--- src/rtl/fetch_sequencer_pkg.sv ---
// Shared definitions for the fetch sequencer: pre-decode slot layout, in-flight
// block metadata and FSM states.
package fetch_sequencer_pkg;

   localparam int SLOT_W       = 54;
   localparam int BLK_W        = 28;
   localparam int TAG_W        = 5;
   localparam int HW_W         = 16;
   localparam int SLOT_VLD_B   = 0;
   localparam int SLOT_TKN_B   = 1;
   localparam int SLOT_TAG_LSB = 2;
   localparam int SLOT_BLK_LSB = 10;
   localparam int SLOT_HW_LSB  = 38;

   typedef enum logic {
      ST_RUN,
      ST_REDIRECT
   } fetch_state_e;

   typedef struct packed {
      logic [BLK_W-1:0] blk;
      logic [2:0]       start_slot;
      logic [2:0]       end_slot;
      logic             taken;
      logic [TAG_W-1:0] tag;
   } fetch_meta_t;

   // Bits [9:7] of a slot are reserved and stay zero.
   function automatic logic [SLOT_W-1:0] pack_slot(input logic             vld,
                                                   input logic             tkn,
                                                   input logic [TAG_W-1:0] tag,
                                                   input logic [BLK_W-1:0] blk,
                                                   input logic [HW_W-1:0]  hw);
      logic [SLOT_W-1:0] s;
      s                           = '0;
      s[SLOT_VLD_B]               = vld;
      s[SLOT_TKN_B]               = tkn;
      s[SLOT_TAG_LSB +: TAG_W]    = tag;
      s[SLOT_BLK_LSB +: BLK_W]    = blk;
      s[SLOT_HW_LSB +: HW_W]      = hw;
      return s;
   endfunction

endpackage

--- src/rtl/fetch_sequencer_if.sv ---
// Instruction-memory request/response bus between the fetch sequencer (master)
// and instruction memory (slave).
interface fetch_sequencer_if;
   import fetch_sequencer_pkg::*;

   logic             memReq;
   logic [BLK_W-1:0] memAddr;
   logic             memReady;
   logic             memValid;
   logic [127:0]     memData;

   modport master (output memReq, memAddr, input memReady, memValid, memData);
   modport slave  (input memReq, memAddr, output memReady, memValid, memData);

endinterface

--- src/rtl/fetch_sequencer_meta_fifo.sv ---
// Small FIFO holding per-request block metadata until the in-order memory
// response returns; clr_i flushes it on a redirect.
module fetch_meta_fifo
   import fetch_sequencer_pkg::*;
#(
   parameter int DEPTH = 2
) (
   input  logic        clk,
   input  logic        rst,
   input  logic        clr_i,
   input  logic        push_i,
   input  fetch_meta_t din_i,
   input  logic        pop_i,
   output fetch_meta_t dout_o,
   output logic        empty_o,
   output logic        full_o
);

   localparam int PW = (DEPTH > 1) ? $clog2(DEPTH) : 1;
   localparam int CW = $clog2(DEPTH + 1);
   localparam logic [PW-1:0] LAST = PW'(DEPTH - 1);

   fetch_meta_t   mem_q [DEPTH];
   logic [PW-1:0] wr_q, wr_d, rd_q, rd_d;
   logic [CW-1:0] cnt_q, cnt_d;
   logic          push_ok, pop_ok;

   assign empty_o = (cnt_q == '0);
   assign full_o  = (cnt_q == CW'(DEPTH));
   assign dout_o  = mem_q[rd_q];
   assign push_ok = push_i && !full_o;
   assign pop_ok  = pop_i && !empty_o;

   always_comb begin
      wr_d  = wr_q;
      rd_d  = rd_q;
      cnt_d = cnt_q + CW'(push_ok) - CW'(pop_ok);
      if (push_ok) wr_d = (wr_q == LAST) ? '0 : wr_q + 1'b1;
      if (pop_ok)  rd_d = (rd_q == LAST) ? '0 : rd_q + 1'b1;
      if (clr_i) begin
         wr_d  = '0;
         rd_d  = '0;
         cnt_d = '0;
      end
   end

   always_ff @(posedge clk or posedge rst) begin
      if (rst) begin
         wr_q  <= '0;
         rd_q  <= '0;
         cnt_q <= '0;
      end else begin
         wr_q  <= wr_d;
         rd_q  <= rd_d;
         cnt_q <= cnt_d;
      end
   end

   always_ff @(posedge clk) begin
      if (push_ok) mem_q[wr_q] <= din_i;
   end

endmodule

--- src/rtl/fetch_sequencer.sv ---
// Fetch sequencer: owns the fetch PC, issues 16-byte block requests, applies
// predictor/backend redirects and packs responses for pre-decode.
// Optional perf counters are enabled with `define FETCH_PERF_CNT_EN.
module fetch_sequencer
   import fetch_sequencer_pkg::*;
#(
   parameter int          NUM_SLOTS    = 8,
   parameter int          MAX_INFLIGHT = 2,
   parameter logic [30:0] RESET_PC     = 31'h0
) (
   input  logic                        clk,
   input  logic                        rst,
   input  logic                        IN_mispred,
   input  logic [30:0]                 IN_mispredPC,
   output logic [30:0]                 OUT_bpPC,
   input  logic                        IN_bpTaken,
   input  logic [2:0]                  IN_bpSrcSlot,
   input  logic [30:0]                 IN_bpDst,
   input  logic [TAG_W-1:0]            IN_bpTag,
   fetch_sequencer_if.master           mem,
   input  logic                        IN_pdFull,
   output logic                        OUT_ifetchValid,
   output logic [NUM_SLOTS*SLOT_W-1:0] OUT_instrs
`ifdef FETCH_PERF_CNT_EN
   ,
   output logic [31:0]                 OUT_stallFullCnt,
   output logic [31:0]                 OUT_squashCnt,
   output logic [31:0]                 OUT_blockCnt
`endif
);

   localparam int IW = $clog2(MAX_INFLIGHT + 1);

   fetch_state_e               state_q, state_d;
   logic [30:0]                pc_q, pc_d;
   logic [IW-1:0]              inflight_q, inflight_d, drop_q, drop_d;
   logic                       vld_q, vld_d;
   logic [NUM_SLOTS*SLOT_W-1:0] instrs_q, instrs_d;
   logic                       req, accept, resp, drop, pop, tkn, clr;
   logic                       fifo_empty, fifo_full;
   fetch_meta_t                meta_in, meta_out;

   // Responses with nothing outstanding (e.g. stale after reset) are ignored.
   assign req    = (state_q == ST_RUN) && !IN_pdFull && (inflight_q < IW'(MAX_INFLIGHT))
                   && !fifo_full && !IN_mispred && !rst;
   assign accept = req && mem.memReady;
   assign resp   = mem.memValid && (inflight_q != '0);
   assign drop   = resp && (drop_q != '0);
   assign pop    = resp && !drop && !fifo_empty;
   assign tkn    = IN_bpTaken && (IN_bpSrcSlot >= pc_q[2:0]);

   assign meta_in = '{blk:        pc_q[30:3],
                      start_slot: pc_q[2:0],
                      end_slot:   tkn ? IN_bpSrcSlot : 3'd7,
                      taken:      tkn,
                      tag:        IN_bpTag};

   assign mem.memReq      = req;
   assign mem.memAddr     = pc_q[30:3];
   assign OUT_bpPC        = pc_q;
   assign OUT_ifetchValid = vld_q;
   assign OUT_instrs      = instrs_q;

   fetch_meta_fifo #(.DEPTH(MAX_INFLIGHT)) u_meta_fifo (
      .clk     (clk),
      .rst     (rst),
      .clr_i   (clr),
      .push_i  (accept),
      .din_i   (meta_in),
      .pop_i   (pop),
      .dout_o  (meta_out),
      .empty_o (fifo_empty),
      .full_o  (fifo_full)
   );

   always_comb begin
      state_d    = ST_RUN;
      pc_d       = pc_q;
      inflight_d = inflight_q + IW'(accept) - IW'(resp);
      drop_d     = drop_q - IW'(drop);
      vld_d      = pop;
      clr        = 1'b0;
      if (accept) pc_d = tkn ? IN_bpDst : {pc_q[30:3] + 28'd1, 3'b000};
      // Everything still outstanding after this cycle's accounting gets squashed.
      if (IN_mispred) begin
         pc_d    = IN_mispredPC;
         drop_d  = inflight_d;
         clr     = 1'b1;
         vld_d   = 1'b0;
         state_d = ST_REDIRECT;
      end
   end

   always_comb begin
      instrs_d = instrs_q;
      if (pop) begin
         for (int i = 0; i < NUM_SLOTS; i++) begin
            instrs_d[i*SLOT_W +: SLOT_W] = pack_slot(
               (3'(i) >= meta_out.start_slot) && (3'(i) <= meta_out.end_slot),
               meta_out.taken && (3'(i) == meta_out.end_slot),
               meta_out.tag, meta_out.blk, mem.memData[i*HW_W +: HW_W]);
         end
      end
   end

   always_ff @(posedge clk or posedge rst) begin
      if (rst) begin
         state_q    <= ST_RUN;
         pc_q       <= RESET_PC;
         inflight_q <= '0;
         drop_q     <= '0;
         vld_q      <= 1'b0;
         instrs_q   <= '0;
      end else begin
         state_q    <= state_d;
         pc_q       <= pc_d;
         inflight_q <= inflight_d;
         drop_q     <= drop_d;
         vld_q      <= vld_d;
         instrs_q   <= instrs_d;
      end
   end

`ifdef FETCH_PERF_CNT_EN
   logic [31:0] stall_q, squash_q, block_q;

   function automatic logic [31:0] sat_inc(input logic [31:0] v, input logic en);
      return (en && (v != 32'hFFFF_FFFF)) ? v + 32'd1 : v;
   endfunction

   always_ff @(posedge clk or posedge rst) begin
      if (rst) begin
         stall_q  <= '0;
         squash_q <= '0;
         block_q  <= '0;
      end else begin
         stall_q  <= sat_inc(stall_q, (state_q == ST_RUN) && IN_pdFull && !IN_mispred);
         squash_q <= sat_inc(squash_q, drop);
         block_q  <= sat_inc(block_q, vld_q);
      end
   end

   assign OUT_stallFullCnt = stall_q;
   assign OUT_squashCnt    = squash_q;
   assign OUT_blockCnt     = block_q;
`endif

endmodule

--- src/flat_wrapper.sv ---
// flat-port wrapper written by rule: the top's interface ports become plain ports
module fetch_sequencer_flat import fetch_sequencer_pkg::*;
#(
   parameter int          NUM_SLOTS    = 8,
   parameter int          MAX_INFLIGHT = 2,
   parameter logic [30:0] RESET_PC     = 31'h0
)
  (clk, rst, IN_mispred, IN_mispredPC, OUT_bpPC, IN_bpTaken, IN_bpSrcSlot, IN_bpDst, IN_bpTag, IN_pdFull, OUT_ifetchValid, OUT_instrs, mem_memReq, mem_memAddr, mem_memReady, mem_memValid, mem_memData);
  fetch_sequencer_if mem_i ();
  input  logic clk;
  input  logic rst;
  input  logic IN_mispred;
  input  logic [30:0] IN_mispredPC;
  output logic [30:0] OUT_bpPC;
  input  logic IN_bpTaken;
  input  logic [2:0] IN_bpSrcSlot;
  input  logic [30:0] IN_bpDst;
  input  logic [TAG_W-1:0] IN_bpTag;
  input  logic IN_pdFull;
  output logic OUT_ifetchValid;
  output logic [NUM_SLOTS*SLOT_W-1:0] OUT_instrs;
  output wire logic [$bits(mem_i.memReq)-1:0] mem_memReq;
  output wire logic [$bits(mem_i.memAddr)-1:0] mem_memAddr;
  input wire logic [$bits(mem_i.memReady)-1:0] mem_memReady;
  input wire logic [$bits(mem_i.memValid)-1:0] mem_memValid;
  input wire logic [$bits(mem_i.memData)-1:0] mem_memData;
  assign mem_memReq = mem_i.memReq;
  assign mem_memAddr = mem_i.memAddr;
  assign mem_i.memReady = mem_memReady;
  assign mem_i.memValid = mem_memValid;
  assign mem_i.memData = mem_memData;
  fetch_sequencer #(.NUM_SLOTS(NUM_SLOTS), .MAX_INFLIGHT(MAX_INFLIGHT), .RESET_PC(RESET_PC)) u_core (.clk(clk), .rst(rst), .IN_mispred(IN_mispred), .IN_mispredPC(IN_mispredPC), .OUT_bpPC(OUT_bpPC), .IN_bpTaken(IN_bpTaken), .IN_bpSrcSlot(IN_bpSrcSlot), .IN_bpDst(IN_bpDst), .IN_bpTag(IN_bpTag), .mem(mem_i), .IN_pdFull(IN_pdFull), .OUT_ifetchValid(OUT_ifetchValid), .OUT_instrs(OUT_instrs));
endmodule
--- config.mk ---
export PLATFORM = sky130hd
export DESIGN_NAME = fetch_sequencer_flat
export DESIGN_NICKNAME = d
export VERILOG_FILES = /design/src/rtl/fetch_sequencer_pkg.sv /design/src/rtl/fetch_sequencer_if.sv /design/src/rtl/fetch_sequencer_meta_fifo.sv /design/src/rtl/fetch_sequencer.sv /design/src/flat_wrapper.sv
export SDC_FILE = /design/constraint.sdc
export NUM_CORES = 1
export LEC_CHECK = 0
export ABC_AREA = 1
export BUFFER_PORTS_ARGS = -buffer_cell sky130_fd_sc_hd__buf_2
export CAP_MARGIN = 20
export CORE_AREA = 2 2 271 273
export DETAILED_ROUTE_END_ITERATION = 8
export DIE_AREA = 0 0 273 275
export GPL_ROUTABILITY_DRIVEN = 1
export PLACE_DENSITY_LB_ADDON = 0.25
export SLEW_MARGIN = 10
export SYNTH_ARGS = -nofsm -noshare
export SYNTH_HDL_FRONTEND = slang
export SYNTH_SLANG_ARGS = --single-unit
--- constraint.sdc ---
create_clock -name clk -period 9.8 [get_ports clk]
set_input_delay 0.49 -clock clk [delete_from_list [all_inputs] [get_ports clk]]
set_output_delay 0.49 -clock clk [all_outputs]
set_load 0.1 [all_outputs]
==> results.md, run 1 <==
- Outcome: finished, final reports clean
- CP startpoint kind: flop
- Avg Vias per Cell: ~3.9
- Slew Limit Headroom: 0.358
- Slew Viols, Final: 0
- Post-layout nets: 2,312
- Crit path to: u_core.OUT_instrs[0]
- Synth area leader: dfrtp_1
- Initial core utilization: 0.207
- Main synth FF type: dfrtp_1
- Initial antenna violation count: 3
- Synth unique cells: 33
- F_max: around 280 MHz
- Clock Latency Late Sink: around 0.55 ns
- FP Rows: 99
- Drt pass-1 iters: 5
- Synth area leaders: dfrtp_1 (36%), nand2_1 (17%), edfxtp_1 (16%)
- Cell Count, Final, Fillers Out: just over 3,000
- WL per Instance: 16.5 um
- RSZ-0062 raised after global routing: false
- First-pass GRT wire length: ~73 mm
- Cell area after synthesis: between 10,000 and 15,000 sq um
- Clk root buf: clkbuf_16
- # hold bufs at CTS: 1
- Setup WS post-layout: 6.20 ns
- Gpl congestion: 0.820
- Worst Path Arrival: about 4.1 ns
- Tmin final: approximately 3.6 ns
- H-tree lvl count: 2
- Final setup TNS: 0 ns
- Crit. End Element: flop
- Final Cycle Share: 0.367
- Clk buf depth: 3
- Area grow syn2layout: 22.6%
- CP max FO: around 110
- Reg2reg start: u_core.drop_q[1]
- Gr usage total: 0.128
- GRT overflow: 0
- Placed instance count: between 3,000 and 4,000
- Worst Path Required: between 10 and 15 ns
- Synth async-reset ratio: 0.732
- Seq/Total Area, Yosys: 0.525
- # clock sinks: between 200 and 300
- Syn Area/Cell: about 8.7 sq um
- HP Class: input pin to flop
- Layout cells sized above 1: 0.365
- CP Launch Point: u_core.drop_q[1]
- Setup bufs post-CTS: 0
- Total die area: 75,100 sq um
- Largest net degree at the start of global routing: roughly 120
- Clk_skew: 0.0229 ns
- Die X-Extent: 273 um
- Post-synth EDFFs: 80
- Place WS: ~6.2 ns
- Die Y-Extent: 275 um
- Worst slew pin tran: just under 1 ns
- Number of I/O pins: roughly 700
- WS Path Type: flop to flop
- Synthesized netlist cell count: approximately 1,700
- R2R Path End: u_core.OUT_instrs[0]
- YS warnings: 0
- R2R setup slack: around 6.2 ns
- DR DRC count: 0
- Core Box Area: between 70,000 and 80,000 sq um
- Vias: roughly 12,000
- Final number of setup-violating endpoints: 0
- Total wire length: 51.0 mm
- Yosys reg bits: roughly 300
- Top cell type's share of synthesized area: 0.364
- Hpwl dp: 37.4 mm
- Clk slew on worst S/H paths: 0.06 ns
- Post-route ant nets: 0
- Vias in the first global route: 11,200
- Buffers on Ports: 673
- Max_cap viols: 0
- CTS tree: built
- FF-to-FF path depth: 7
- CTS resizes: 0
- TritonCTS Buffers: 38
- Final Hold Vio Count: 0
- DRT iter0 DRCs: 656
worst max-delay path, stage by stage, from the launching register on:
cell and delay, ns:
dfrtp_1 0.40, nor2_1 0.16, o21a_1 0.18, nand2_4 0.43
inv_6 0.84, buf_4 0.81, nand2_1 0.24, o21ai_0 0.22
how the worst min path moves through the flow:
stage	startpoint	end	slack [ns]	cells past startpoint
2_1_floorplan	u_core.OUT_bpPC[1]	u_core.u_meta_fifo.mem_q[0][10]	0.46	0
3_3_place_gp	u_core.OUT_instrs[311]	u_core.OUT_instrs[311]	0.46	2
3_5_place_dp	u_core.OUT_instrs[373]	u_core.OUT_instrs[373]	0.46	2
4_1_cts	mem_memData[43]	u_core.OUT_instrs[157]	0.07	3
5_1_grt	IN_bpTag[4]	u_core.u_meta_fifo.mem_q[0][4]	0.09	1
6_report	mem_memData[73]	u_core.OUT_instrs[263]	0.13	3
synth_stat cells (6+ instances only):
cell type  number
inv_1          55
buf_4         315
clkbuf_1       21
buf_2          38
nand3_1        50
ha_1            9
a31oi_1        33
o21ai_1        19
nand2_2         6
nand2_1       682
nor2_2         10
xnor2_1         8
nor2_1        115
edfxtp_1       80
dfrtp_1       218
o21bai_1        7
o21ai_0        23
registers in the layout, indices dropped and copies added, names as in the netlist:
name                      cells
u_core.OUT_bpPC              31
u_core.u_meta_fifo.rd_q       1
u_core.u_meta_fifo.mem_q     80
u_core.u_meta_fifo.cnt_q      2
u_core.drop_q                 2
u_core.inflight_q             2
u_core.u_meta_fifo.wr_q       1
u_core.state_q                1
u_core.OUT_ifetchValid        1
u_core.OUT_instrs           177
placed cells by master, fill, tap and decap left out, types with 6 or more instances in the layout:
| cell type | n |
|---|---|
| nand2_1 | 682 |
| buf_2 | 673 |
| dfrtp_1 | 217 |
| nor2_1 | 113 |
| edfxtp_1 | 80 |
| inv_1 | 54 |
| nand3_1 | 50 |
| clkbuf_16 | 38 |
| a31oi_1 | 33 |
| conb_1 | 24 |
| o21ai_0 | 23 |
| o21ai_1 | 19 |
| nor2_2 | 10 |
| clkbuf_1 | 10 |
| buf_4 | 10 |
| ha_1 | 9 |
| clkbuf_8 | 9 |
| xnor2_1 | 8 |
| o21bai_1 | 7 |
| nor2_4 | 6 |
through the flow:
stage	util	instance area [sq um]	hold WS, ns
2_1_floorplan	-	15100	0.465
3_3_place_gp	0.236	17100	0.457
3_5_place_dp	0.236	17100	0.459
4_1_cts	0.254	18400	0.0730
5_1_grt	0.254	18400	0.0891
6_report	0.254	18400	0.134
layer usage:
metal / global-route usage / routed length, um / vias to the layer above / part of all wire
met5: 0 / 10 / - / 0.00020
met2: 0.216 / 25000 / 389 / 0.49
met1: 0.167 / 22300 / 5648 / 0.44
met4: 0.0315 / 853 / 2 / 0.017
li1: - / - / 5820 / -
met3: 0.0255 / 2830 / 50 / 0.056
area by class of cell:
cell class,instances,area [sq um]
Multi-Input combinational cell,1016,4330
Timing Repair Buffer,684,3450
Tap cell,959,1200
Fill cell,7946,54000
Clock buffer,57,1110
Sequential cell,298,7860
Antenna cell,2,5.00
Inverter,60,238
Clock inverter,12,164
logic make-up after synthesis:
family	share of synthesized area
buffers and inverters	0.193
multiplexers	0.000668
AO/OA/AOI/OAI	0.0345
XOR/XNOR	0.00760
other	0.000250
AND/OR/NAND/NOR	0.231
flip-flops	0.525
adder cells (fa/ha/maj)	0.00752
Power of run 1 is not shown: default switching activity piles up to over one toggle a cycle in this logic, so the estimate is an artifact.
==> run 2: changes to the inputs <==
- clock period: 9.8 -> 3.8 ns (I/O delays scaled with it)
==> run 2 against run 1 <==
Clock skew increased by 0.0029 ns. Critical path depth increased by 3. Sequential share of layout area decreased by 3.8 points. Global-route usage increased by 0.61 points. Via count increased by 7.1%. Worst hold slack got worse by 0.11 ns. Final cell count increased by 5.8%. Utilization increased by 2.5 points.
==> results.md, run 2 (synthesis results as in run 1) <==
- TritonCTS Buffers: 37 (-2.6%)
- Commonest non-fill, non-tap cell in the layout: nand2_1
- Drt pass-1 iters: 4 (-1)
- FP Rows: 99 (unchanged)
- Worst Path Required: 4.22 ns (-6.04 ns)
- WL per Instance: 16.4 um (-0.70%)
- Total wire length: 53.6 mm (+5.1%)
- Clk_skew: 0.0258 ns (+0.00289 ns)
- RSZ-0062 raised after global routing: false
- # clock sinks: 298 (unchanged)
- Fillers: 7,854 (-1.2%)
- DR DRC count: 0 (unchanged)
- Setup bufs post-CTS: 0 (unchanged)
- FF-to-FF path depth: 10 (+3)
- Outcome: finished, final reports clean
- Clock Latency Late Sink: 0.56 ns (about the same)
- Initial core utilization: 0.207 (unchanged)
- First-pass GRT wire length: 76.6 mm (+5.2%)
- Max_cap viols: 0 (unchanged)
- Clk slew on worst S/H paths: 0.06 ns (about the same)
- Final setup TNS: 0 ns (unchanged)
- Crit. End Element: flop
- H-tree lvl count: 2 (unchanged)
- Avg Vias per Cell: 3.90 (+1.2%)
- F_max: 375 MHz (+35%)
- Die X-Extent: 273 um (unchanged)
- Cell Count, Final, Fillers Out: 3,267 (+5.8%)
- Worst Path Arrival: 3.08 ns (-0.97 ns)
- Post-layout nets: 2,493 (+7.8%)
- Layout cells sized above 1: 0.339 (-0.0259)
- Placed instance count: 3,026 (+0.33%)
- Final number of setup-violating endpoints: 0 (unchanged)
- Hpwl dp: 38.7 mm (+3.6%)
- Final Cycle Share: 0.701 (+0.334)
- Min Hold Slack: 0.0196 ns (-0.114 ns)
- HP Class: input pin to flop
- CTS tree: built
- Max reg flops: 177 (unchanged)
- CTS resizes: 0 (unchanged)
- Commonest cells after routing, fill and taps aside: nand2_1 (682), buf_2 (673), dfrtp_1 (217), dlygate4sd3_1 (173), nor2_1 (113)
- Area after DPL: 17,200 sq um (+0.87%)
- CP Launch Point: u_core.u_meta_fifo.cnt_q[0]
- Reg2reg start: u_core.u_meta_fifo.cnt_q[0]
- Tmin final: 2.66 ns (-0.931 ns)
- Slew Viols, Final: 0 (unchanged)
- Die Y-Extent: 275 um (unchanged)
- Vias: 12,800 (+7.1%)
- WS Path Type: flop to flop
- Clk root buf: clkbuf_16
- Total die area: 75,100 sq um (unchanged)
- Post-route ant nets: 0 (unchanged)
- R2R setup slack: 1.14 ns (-5.07 ns)
- Crit path to: u_core.OUT_bpPC[3]
- Gpl congestion: 0.786 (-4.2%)
- Worst slew pin tran: 0.900 ns (-0.0620 ns)
- Largest net degree at the start of global routing: 140 (+22%)
- Vias in the first global route: 12,100 (+8.2%)
- GRT overflow: 0 (unchanged)
- R2R Path End: u_core.OUT_bpPC[3]
- Area grow syn2layout: 34.5%
- CP startpoint kind: flop
- Final Hold Vio Count: 0 (unchanged)
- Cell area after layout: 20,100 sq um (+9.7%)
- Slew Limit Headroom: 0.400 (+0.0423)
- DRT iter0 DRCs: 692 (+5.5%)
- Initial antenna violation count: 3 (unchanged)
- Clk buf depth: 3 (unchanged)
- Gr usage total: 0.134 (+0.00608)
- Number of I/O pins: 698 (unchanged)
- HP Start: IN_mispredPC[16]
- Core Box Area: 72,300 sq um (unchanged)
- CP max FO: 27 (-76%)
- Buffers on Ports: 673 (unchanged)
==> run 2: cell count changes in the layout (fill, tap and decap cells not counted), moves of 3 or more <==
cell | before | now
inv_1 | 54 | 51
clkbuf_1 | 10 | 16
ha_4 | 0 | 3
ha_1 | 9 | 6
dlygate4sd3_1 | 1 | 173
clkinv_1 | 0 | 3
buf_4 | 10 | 18
clkbuf_8 | 9 | 2
inv_6 | 4 | 1
==> run 2: worst min path at each step <==
| stage | endpoint | slack (ns) | depth (start not counted) |
|---|---|---|---|
| after floorplan | u_core.state_q | 0.22 | 0 |
| after global placement | u_core.OUT_instrs[152] | 0.38 | 3 |
| after detailed placement | u_core.u_meta_fifo.mem_q[0][4] | 0.39 | 1 |
| after CTS | u_core.OUT_bpPC[28] | 0.001 | 5 |
| after global routing | u_core.OUT_bpPC[16] | 0.04 | 5 |
| final | u_core.OUT_bpPC[16] | 0.02 | 5 |
==> run 2: layout make-up <==
type | count | area, sq um | share of cell area
repair buffers | 866 | 5280 | 0.262
flip-flops and latches | 298 | 7860 | 0.390
diodes | 1 | 2.50 | 0.000124
multi-input cells | 1016 | 4380 | 0.217
inverters | 60 | 236 | 0.0117
clock buffers | 56 | 1040 | 0.0515
clock inverters | 11 | 158 | 0.00783
well taps | 959 | 1200 | 0.0596
==> run 2: repair_timing <==
action / CTS / global route
endpoints found under the hold margin: 198 / 0
setup endpoints to repair: 0 / 0
hold buffers: 173 / 0
==> run 2: stage by stage <==
| step | setup WS (ns) | utilization |
|---|---|---|
| after detailed placement | 1.38 | 0.238 |
| final | 1.14 | 0.278 |
| after global routing | 0.957 | 0.278 |
| after global placement | 1.42 | 0.238 |
| after floorplan | -0.978 | - |
| after CTS | 1.09 | 0.278 |
==> run 2: per-layer routing <==
metal | up-vias | share of wire | GRT usage
met4 | 2 | 0.029 | 0.0450
met1 | 6140 | 0.44 | 0.177
li1 | 6175 | - | -
met5 | - | 0.00024 | 0
met3 | 82 | 0.046 | 0.0243
met2 | 357 | 0.49 | 0.220
==> run 2: critical path: stages, from the launching register on <==
cell           delay (ns)
dfrtp_1              0.43
o21ai_1              0.30
nor2_4               0.08
nand2_4              0.15
nand2_2              0.08
inv_2                0.34
buf_4                0.39
nor2_1               0.08
nand2_1              0.07
dlygate4sd3_1        0.53
o21ai_0              0.07
Power of run 2 is left out for the same reason.
